==> src/rtl/risc_pkg.sv <==
// rtl/risc_pkg.sv - shared constants and types for the 16-bit RISC core
// Purpose: machine widths, reset PC, opcode encodings (instr[15:12]) and
//          the fetch-stage FSM state type.
package risc_pkg;

    localparam int          ADDR_W   = 16;
    localparam int          INSTR_W  = 16;
    localparam logic [15:0] RESET_PC = 16'h0000;

    // Opcode field lives in instr[15:12]
    localparam logic [3:0] OPC_ADD = 4'h0;
    localparam logic [3:0] OPC_SUB = 4'h1;
    localparam logic [3:0] OPC_AND = 4'h2;
    localparam logic [3:0] OPC_OR  = 4'h3;
    localparam logic [3:0] OPC_XOR = 4'h4;
    localparam logic [3:0] OPC_SHL = 4'h5;
    localparam logic [3:0] OPC_SHR = 4'h6;
    localparam logic [3:0] OPC_LDI = 4'h7;
    localparam logic [3:0] OPC_LD  = 4'h8;
    localparam logic [3:0] OPC_ST  = 4'h9;
    localparam logic [3:0] OPC_BEQ = 4'hA;
    localparam logic [3:0] OPC_BNE = 4'hB;
    localparam logic [3:0] OPC_JMP = 4'hC;
    localparam logic [3:0] OPC_JAL = 4'hD;
    localparam logic [3:0] OPC_JR  = 4'hE;
    localparam logic [3:0] OPC_NOP = 4'hF;

    typedef enum logic {
        IDLE = 1'b0,
        RUN  = 1'b1
    } fetch_state_t;

endpackage

==> src/rtl/fetch_fifo.sv <==
// rtl/fetch_fifo.sv - in-order instruction buffer for the fetch stage
// Purpose: DEPTH-entry synchronous FIFO of {pc, instr} entries.
// Ports:
//   clk, rst      clock, asynchronous active-high reset
//   i_push        write i_push_data at the tail
//   i_pop         retire the head entry (caller only pops when non-empty)
//   i_flush       empty the buffer; a same-cycle pop is simply subsumed
//   o_count       number of valid entries (0..DEPTH)
//   o_head        head entry, read straight from storage registers
module fetch_fifo #(
    parameter int DEPTH = 2,
    parameter int WIDTH = 32
) (
    input  logic                   clk,
    input  logic                   rst,
    input  logic                   i_push,
    input  logic [WIDTH-1:0]       i_push_data,
    input  logic                   i_pop,
    input  logic                   i_flush,
    output logic [$clog2(DEPTH):0] o_count,
    output logic [WIDTH-1:0]       o_head
);

    localparam int PTR_W = $clog2(DEPTH);

    logic [WIDTH-1:0] r_mem [DEPTH];
    logic [PTR_W-1:0] r_rd_ptr;
    logic [PTR_W-1:0] r_wr_ptr;
    logic [PTR_W:0]   r_count;

    always_ff @(posedge clk or posedge rst) begin
        if (rst) begin
            for (int i = 0; i < DEPTH; i++) begin
                r_mem[i] <= '0;
            end
            r_rd_ptr <= '0;
            r_wr_ptr <= '0;
            r_count  <= '0;
        end else begin
            if (i_push) begin
                r_mem[r_wr_ptr] <= i_push_data;
            end
            if (i_flush) begin
                r_rd_ptr <= '0;
                r_wr_ptr <= '0;
                r_count  <= '0;
            end else begin
                if (i_push) begin
                    r_wr_ptr <= r_wr_ptr + PTR_W'(1);
                end
                if (i_pop) begin
                    r_rd_ptr <= r_rd_ptr + PTR_W'(1);
                end
                r_count <= r_count + (PTR_W+1)'(i_push) - (PTR_W+1)'(i_pop);
            end
        end
    end

    assign o_count = r_count;
    // Pointers wrap naturally because DEPTH is a power of two
    assign o_head  = r_mem[r_rd_ptr];

endmodule

==> src/rtl/instr_fetch_unit.sv <==
// rtl/instr_fetch_unit.sv - PC, request credit and redirect logic of the fetch stage
// Purpose: issues word fetches to a synchronous instruction memory, buffers
//          in-order responses and hands them to decode over valid/ready.
// Ports:
//   clk, rst                       clock, asynchronous active-high reset
//   fetch_en                       allow new requests (IDLE <-> RUN)
//   imem_req_valid/ready/addr      request channel, addr = pc
//   imem_rsp_valid/data            in-order response channel
//   instr_valid/ready/data/pc      buffer head towards decode
//   redirect_valid/pc              flush and restart fetch at redirect_pc
module instr_fetch_unit #(
    parameter int                ADDR_W   = risc_pkg::ADDR_W,
    parameter int                INSTR_W  = risc_pkg::INSTR_W,
    parameter logic [ADDR_W-1:0] RESET_PC = risc_pkg::RESET_PC,
    parameter int                DEPTH    = 2
) (
    input  logic               clk,
    input  logic               rst,
    input  logic               fetch_en,
    output logic               imem_req_valid,
    input  logic               imem_req_ready,
    output logic [ADDR_W-1:0]  imem_req_addr,
    input  logic               imem_rsp_valid,
    input  logic [INSTR_W-1:0] imem_rsp_data,
    output logic               instr_valid,
    input  logic               instr_ready,
    output logic [INSTR_W-1:0] instr_data,
    output logic [ADDR_W-1:0]  instr_pc,
    input  logic               redirect_valid,
    input  logic [ADDR_W-1:0]  redirect_pc
);

    import risc_pkg::*;

    localparam int CNT_W  = $clog2(DEPTH) + 1;
    // Stale responses can pile up across back-to-back redirects, so the
    // drop counter gets headroom beyond DEPTH.
    localparam int DROP_W = CNT_W + 3;
    localparam logic [ADDR_W-1:0] ALIGN_MASK = ~ADDR_W'(1);

    fetch_state_t         r_state;
    logic [ADDR_W-1:0]    r_pc;
    logic [ADDR_W-1:0]    r_tag_pc;      // address of the oldest kept outstanding request
    logic [CNT_W-1:0]     r_keep_cnt;
    logic [DROP_W-1:0]    r_drop_cnt;

    logic [CNT_W-1:0]     w_fifo_cnt;
    logic [ADDR_W+INSTR_W-1:0] w_head;
    logic                 w_pop;
    logic [CNT_W:0]       w_credit_used;
    logic                 w_req_fire;
    logic                 w_dropping;
    logic                 w_rsp_keep;
    logic                 w_push;
    logic [ADDR_W-1:0]    w_redirect_pc;

    assign instr_valid = (w_fifo_cnt != '0);
    assign w_pop       = instr_valid & instr_ready;

    // A pop this cycle frees a slot in time for the response to land in it
    assign w_credit_used = {1'b0, r_keep_cnt} + {1'b0, w_fifo_cnt} - (CNT_W+1)'(w_pop);

    assign imem_req_valid = (r_state == RUN) & ~redirect_valid
                          & (w_credit_used < (CNT_W+1)'(DEPTH));
    assign imem_req_addr  = r_pc;
    assign w_req_fire     = imem_req_valid & imem_req_ready;

    assign w_dropping    = (r_drop_cnt != '0);
    assign w_rsp_keep    = imem_rsp_valid & ~w_dropping;
    assign w_push        = w_rsp_keep & ~redirect_valid;
    assign w_redirect_pc = redirect_pc & ALIGN_MASK;

    always_ff @(posedge clk or posedge rst) begin
        if (rst) begin
            r_state <= IDLE;
        end else begin
            case (r_state)
                IDLE:    if (fetch_en)  r_state <= RUN;
                RUN:     if (!fetch_en) r_state <= IDLE;
                default: r_state <= IDLE;
            endcase
        end
    end

    always_ff @(posedge clk or posedge rst) begin
        if (rst) begin
            r_pc       <= RESET_PC;
            r_tag_pc   <= RESET_PC;
            r_keep_cnt <= '0;
            r_drop_cnt <= '0;
        end else if (redirect_valid) begin
            r_pc       <= w_redirect_pc;
            r_tag_pc   <= w_redirect_pc;
            r_keep_cnt <= '0;
            // Every request still outstanding becomes stale; a response
            // arriving right now retires one of them.
            r_drop_cnt <= r_drop_cnt + DROP_W'(r_keep_cnt) - DROP_W'(imem_rsp_valid);
        end else begin
            if (w_req_fire) begin
                r_pc <= r_pc + ADDR_W'(2);
            end
            if (w_rsp_keep) begin
                r_tag_pc <= r_tag_pc + ADDR_W'(2);
            end
            if (imem_rsp_valid && w_dropping) begin
                r_drop_cnt <= r_drop_cnt - DROP_W'(1);
            end
            r_keep_cnt <= r_keep_cnt + CNT_W'(w_req_fire) - CNT_W'(w_rsp_keep);
        end
    end

    fetch_fifo #(
        .DEPTH (DEPTH),
        .WIDTH (ADDR_W + INSTR_W)
    ) u_fetch_fifo (
        .clk         (clk),
        .rst         (rst),
        .i_push      (w_push),
        .i_push_data ({r_tag_pc, imem_rsp_data}),
        .i_pop       (w_pop),
        .i_flush     (redirect_valid),
        .o_count     (w_fifo_cnt),
        .o_head      (w_head)
    );

    assign instr_pc   = w_head[ADDR_W+INSTR_W-1:INSTR_W];
    assign instr_data = w_head[INSTR_W-1:0];

endmodule
==> config.mk <==
export PLATFORM = sky130hd
export DESIGN_NAME = instr_fetch_unit
export DESIGN_NICKNAME = d
export VERILOG_FILES = /design/src/rtl/risc_pkg.sv /design/src/rtl/fetch_fifo.sv /design/src/rtl/instr_fetch_unit.sv
export SDC_FILE = /design/constraint.sdc
export NUM_CORES = 1
export LEC_CHECK = 0
export ABC_AREA = 1
export BUFFER_PORTS_ARGS = -buffer_cell sky130_fd_sc_hd__buf_2
export CORE_MARGIN = 5
export CORE_UTILIZATION = 55
export CTS_CLUSTER_DIAMETER = 200
export DETAILED_ROUTE_END_ITERATION = 10
export MAX_ROUTING_LAYER = met4
export PLACE_DENSITY = 0.84
export SYNTH_ARGS = -nofsm -noshare
export SYNTH_HDL_FRONTEND = slang
export SYNTH_SLANG_ARGS = --single-unit
==> constraint.sdc <==
create_clock -name clk -period 11.2 [get_ports clk]
set_input_delay 3.36 -clock clk [delete_from_list [all_inputs] [get_ports clk]]
set_output_delay 3.36 -clock clk [all_outputs]
set_load 0.02 [all_outputs]
# Word-level counts from Yosys, hierarchy flattened
# Cells that the tools add are included.
# classes
addsub	13
magnitude_cmp	4
n_mux	19
bitwise_logic	10
reduce_logical	9
# op_table
cell	n
32-bit 2-to-1 mux	4
64-bit bitwise mux	1
16-bit 2-to-1 mux	4
16-bit by 2-bit adder with 16-bit output (second input constant)	2
32-bit demux with 1-bit select	1
2-bit nonzero test	6
5-bit 2-to-1 mux	2
1-bit bitwise AND	6
5-bit by 2-bit adder with 5-bit output	1
1-bit 2-to-1 mux	5
5-bit nonzero test	1
5-bit by 1-bit subtractor with 5-bit output	1
5-bit by 1-bit subtractor with 5-bit output (second input constant)	1
2-bit by 1-bit adder with 2-bit output	2
2-bit >= comparator (second input constant)	2
2-bit 2-to-1 mux	2
1-bit NOT with 2-bit output	2
2-bit by 1-bit subtractor with 2-bit output	2
2-bit by 2-bit adder with 3-bit output	1
3-bit by 2-bit less-than comparator with 1-bit output (second input constant)	1
3-bit by 1-bit subtractor with 3-bit output	1
1-bit adder (second input constant)	2
1-bit logical AND	2
2-bit by 1-bit less-than comparator with 1-bit output (second input constant)	1
1-bit NOT	2
# word_totals
regBits	108
input_bits	39
output_inout_bits	50
wordCells	65

# Depth between registers and ports, before layout
# logic_depth
depth_word	9
mapped_depth	17
ltp_nobuf	17

# By module
# From an unflattened synthesis, not the netlist that was laid out.
# unflattened
hier_cells	684
hier_area_um2	5708.0
# by_module_without_submodules
mod	n_inst	cells_per_inst	area_per_inst_um2	seq_area_each_um2
fetch_fifo	1	299	2969.1	1701.6
instr_fetch_unit	1	385	2738.9	950.9

# Least setup slack after synthesis
# Ideal clock, no wire load.
# synth_path
path_type	in2out
startpoint	input port instr_ready
endpoint	output port imem_req_valid
arrival_ns	4.702
required_ns	7.840
slack_ns	3.138
cell_stages	9
n_path_buf	0
path_cell_list	nand2_1 > inv_1 > ha_1 > inv_1 > nand2_1 > fa_1 > nand2_1 > nor2_2 > and2_1
# synth_via
elab_chain_len	4
# synth_rtl
item	line	rtl
start, declared	instr_fetch_unit.sv:26	input logic instr_ready,
1-bit bitwise AND	instr_fetch_unit.sv:58	assign w_pop = instr_valid & instr_ready;
3-bit by 1-bit subtractor with 3-bit output	instr_fetch_unit.sv:61	assign w_credit_used = {1'b0, r_keep_cnt} + {1'b0, w_fifo_cnt} - (CNT_W+1)'(w_pop);
3-bit by 2-bit less-than comparator with 1-bit output	instr_fetch_unit.sv:64	& (w_credit_used < (CNT_W+1)'(DEPTH));
1-bit bitwise AND	instr_fetch_unit.sv:64	
end, declared	instr_fetch_unit.sv:20	output logic imem_req_valid,
# No other way between the ends.

# Worst setup path after layout
# Same ends and word-level chain as after synthesis.

==> summary.md <==
| Metric | Value |
|---|---|
| Met2 routed WL | approximately 5.7 mm |
| Global route overflow | 0 |
| Slew headroom | 0.270 |
| Outcome | finished, final reports clean |
| Leakage | about 3.5 nW |
| Most frequent cells after synthesis | nand2_1 (263), dfrtp_1 (104), inv_1 (87) |
| Placeable Area | 10300 µm² |
| Worst path arrival time | about 4900 ps |
| Die span in y | around 110 µm |
| Hold WS | roughly 490 ps |
| R2r worst-path depth | 15 |
| Max Cap Viol | 0 |
| Post-route ant nets | 0 |
| Primary FF master, synth | dfrtp_1 |
| Worst hold path class | reg2reg |
| Final min period | slightly above 8000 ps |
| CP endpoint kind | primary output |
| Sw frac | 0.442 |
| Setup violators final | 0 |
| NetSw | about 0.63 mW |
| Gate power share | 0.460 |
| Die Span X | 113 µm |
| Antenna Cells | 0 |
| Fin Setup TNS | 0 ps |
| Cell row count | 37 |
| Setup bufs post-CTS | 0 |
| CTS tree | done |
| Period utilization | 0.737 |
| Syn-to-layout area delta | 9.65% |
| Top cell type's share of synthesized area | 0.450 |
| Synth unique cells | 31 |
| Clk_lat worst skew | ~360 ps |
| Vias/cell | just over 5 |
| Maximum vdd drop | 0.000103 V |
| DP HPWL | between 8 and 9 mm |
| Clk pin slew, worst setup/hold paths | approximately 90 ps |
| Critical path class | in2out |
| RSZ-0062 raised after global routing | no |
| Num Clock Sinks | approximately 100 |
| Biggest area consumer among synthesized cells | dfrtp_1 |
| Reg power frac | 0.396 |
| Sequential area share after synthesis | 0.450 |
| Hold depth | 2 |
| GRT Overall Usage | 0.203 |
| Fin nets | 865 |
| Cells after Synth | 738 |
| Vias | ~4.8k |
| Layout cell share with drive strength beyond 1 | 0.177 |
| Most frequent cell after synthesis | nand2_1 |
| Final setup skew | about 16 ps |
| GP Congestion | a little under 0.9 |
| Clk root buf | clkbuf_8 |
| EDFF count, synth | 0 |
| Initial DRC count | ~460 |
| Crit Path Max Fanout | 3 |
| Power per cell area | ~230 nW/µm² |
| Uppermost layer routed | met4 |
| Num CTS Buffers | 9 |
| Initial antenna violation count | 0 |
| Metal3 WL | 719 µm |
| CP required | roughly 8000 ps |
| Asr flop ratio synth | 1.00 |
| Initial DRT Pass Iterations | 6 |
| Final wirelength | about 12 mm |
| Largest cells by area after synthesis | dfrtp_1 (45%), nand2_1 (17%), inv_1 (5.6%) |
| Largest net degree at the start of global routing | 79 |
| Starting Density | 0.563 |
| Max-slew violation total from the final report | 0 |
| Met1 wire length | 5.55 mm |
| Clk pwr share | 0.144 |
| Die Area | 12700 µm² |
| Port bufs | 85 |
| DR DRC count | 0 |
| Max Fclk | between 100 and 150 MHz |
| P_int | between 0.7 and 0.8 mW |
| Global-route wire length before repair | between 20 and 25 mm |
| Mean area per synthesized cell | approximately 7.8 µm² |
| CTS Hold Bufs | 0 |
| Number of global-route vias before repair | 4457 |
| Worst Setup Start Kind | input port |
| Synth Register Bits | around 100 |
| Drt wl/cell | between 10 and 15 µm |
| H-tree depth | 3 |
| Syn. warnings | 0 |
| Hold Vio Cnt, Final | 0 |
| IO Count | between 80 and 90 |
| Cell area after synthesis | 5780 µm² |
| Maximum clock insertion buffer count | 2 |
| Worst slew pin tran | ~1100 ps |
| Post-CTS Resized | 0 |
## path summary, 6_finish.rpt
kind                            slack (ps)                      to               startpoint
worst max-delay path                  2940          imem_req_valid              instr_ready
worst min-delay path                   490   u_fetch_fifo.r_mem[2]    u_fetch_fifo.r_mem[2]
worst max register to register        8330       imem_req_addr[14]  u_fetch_fifo.o_count[1]
worst min register to register         490   u_fetch_fifo.r_mem[2]    u_fetch_fifo.r_mem[2]
max in group asynchronous             6970           r_drop_cnt[4]                      rst
min in group asynchronous             2960  u_fetch_fifo.r_mem[33]                      rst
## per-layer routing
metal,up-vias,track usage
li1,2473,-
met1,2197,0.274
met2,126,0.322
met3,10,0.0270
met4,0,0.0585
met5,-,-
## logic make-up after synthesis
family / after synthesis / synth area share
compound gates: 115 / 0.128
fa+ha+maj: 18 / 0.0415
other cells: 1 / 0.000648
simple gates: 369 / 0.263
flops: 104 / 0.450
xor+xnor: 15 / 0.0227
buf+inv: 116 / 0.0945
## stage by stage
step	utilization	cells	power, mW	area (µm²)	setup slack (ps)
after floorplan	-	739	1.06	5790	3140
final	0.617	948	1.43	6340	2940
after detailed placement	0.601	933	1.24	6180	2920
after CTS	0.617	948	1.45	6340	2920
after global placement	0.601	933	1.22	6180	2950
after global routing	0.617	948	1.56	6340	2820
## area by class of cell
cell class,count,area (µm²)
multi-input cells,519,2640
inverters,87,329
clock inverters,4,30.0
flip-flops and latches,104,2600
repair buffers,87,440
clock buffers,11,131
well taps,136,170
fillers,937,3940
## worst max-delay path, stage by stage
cell and delay (ps):
buf_2 90, nand2_1 80, inv_1 70, ha_1 270, inv_1 50, nand2_1 50, fa_1 480, nand2_1 60
nor2_2 100, and2_1 140, buf_2 150
## flip-flops by register name, indices dropped and copies added, names as in the netlist
signal / flops
u_fetch_fifo.o_count: 2
u_fetch_fifo.r_wr_ptr: 1
r_keep_cnt: 2
imem_req_addr: 15
r_state: 1
r_drop_cnt: 5
r_tag_pc: 15
u_fetch_fifo.r_mem: 62
u_fetch_fifo.r_rd_ptr: 1
## cell usage in the layout, fill, tap and decap left out, drive strengths merged, types with 6 or more instances in the layout
master,count
nand4,9
nand3,37
buf,87
ha,16
xor2,13
o21ai,86
clkbuf,11
nor2,48
dfrtp,104
nand2,267
a21oi,12
o211ai,7
a31oi,6
inv,89
## power by group through the flow
stage	clock network, mW	registers (mW)	logic (mW)
2_1_floorplan	0	0.578	0.478
3_3_place_gp	0	0.568	0.649
3_5_place_dp	0	0.572	0.666
4_1_cts	0.213	0.566	0.668
5_1_grt	0.225	0.583	0.751
6_report	0.206	0.566	0.658
(Power assumes the default switching activity.)
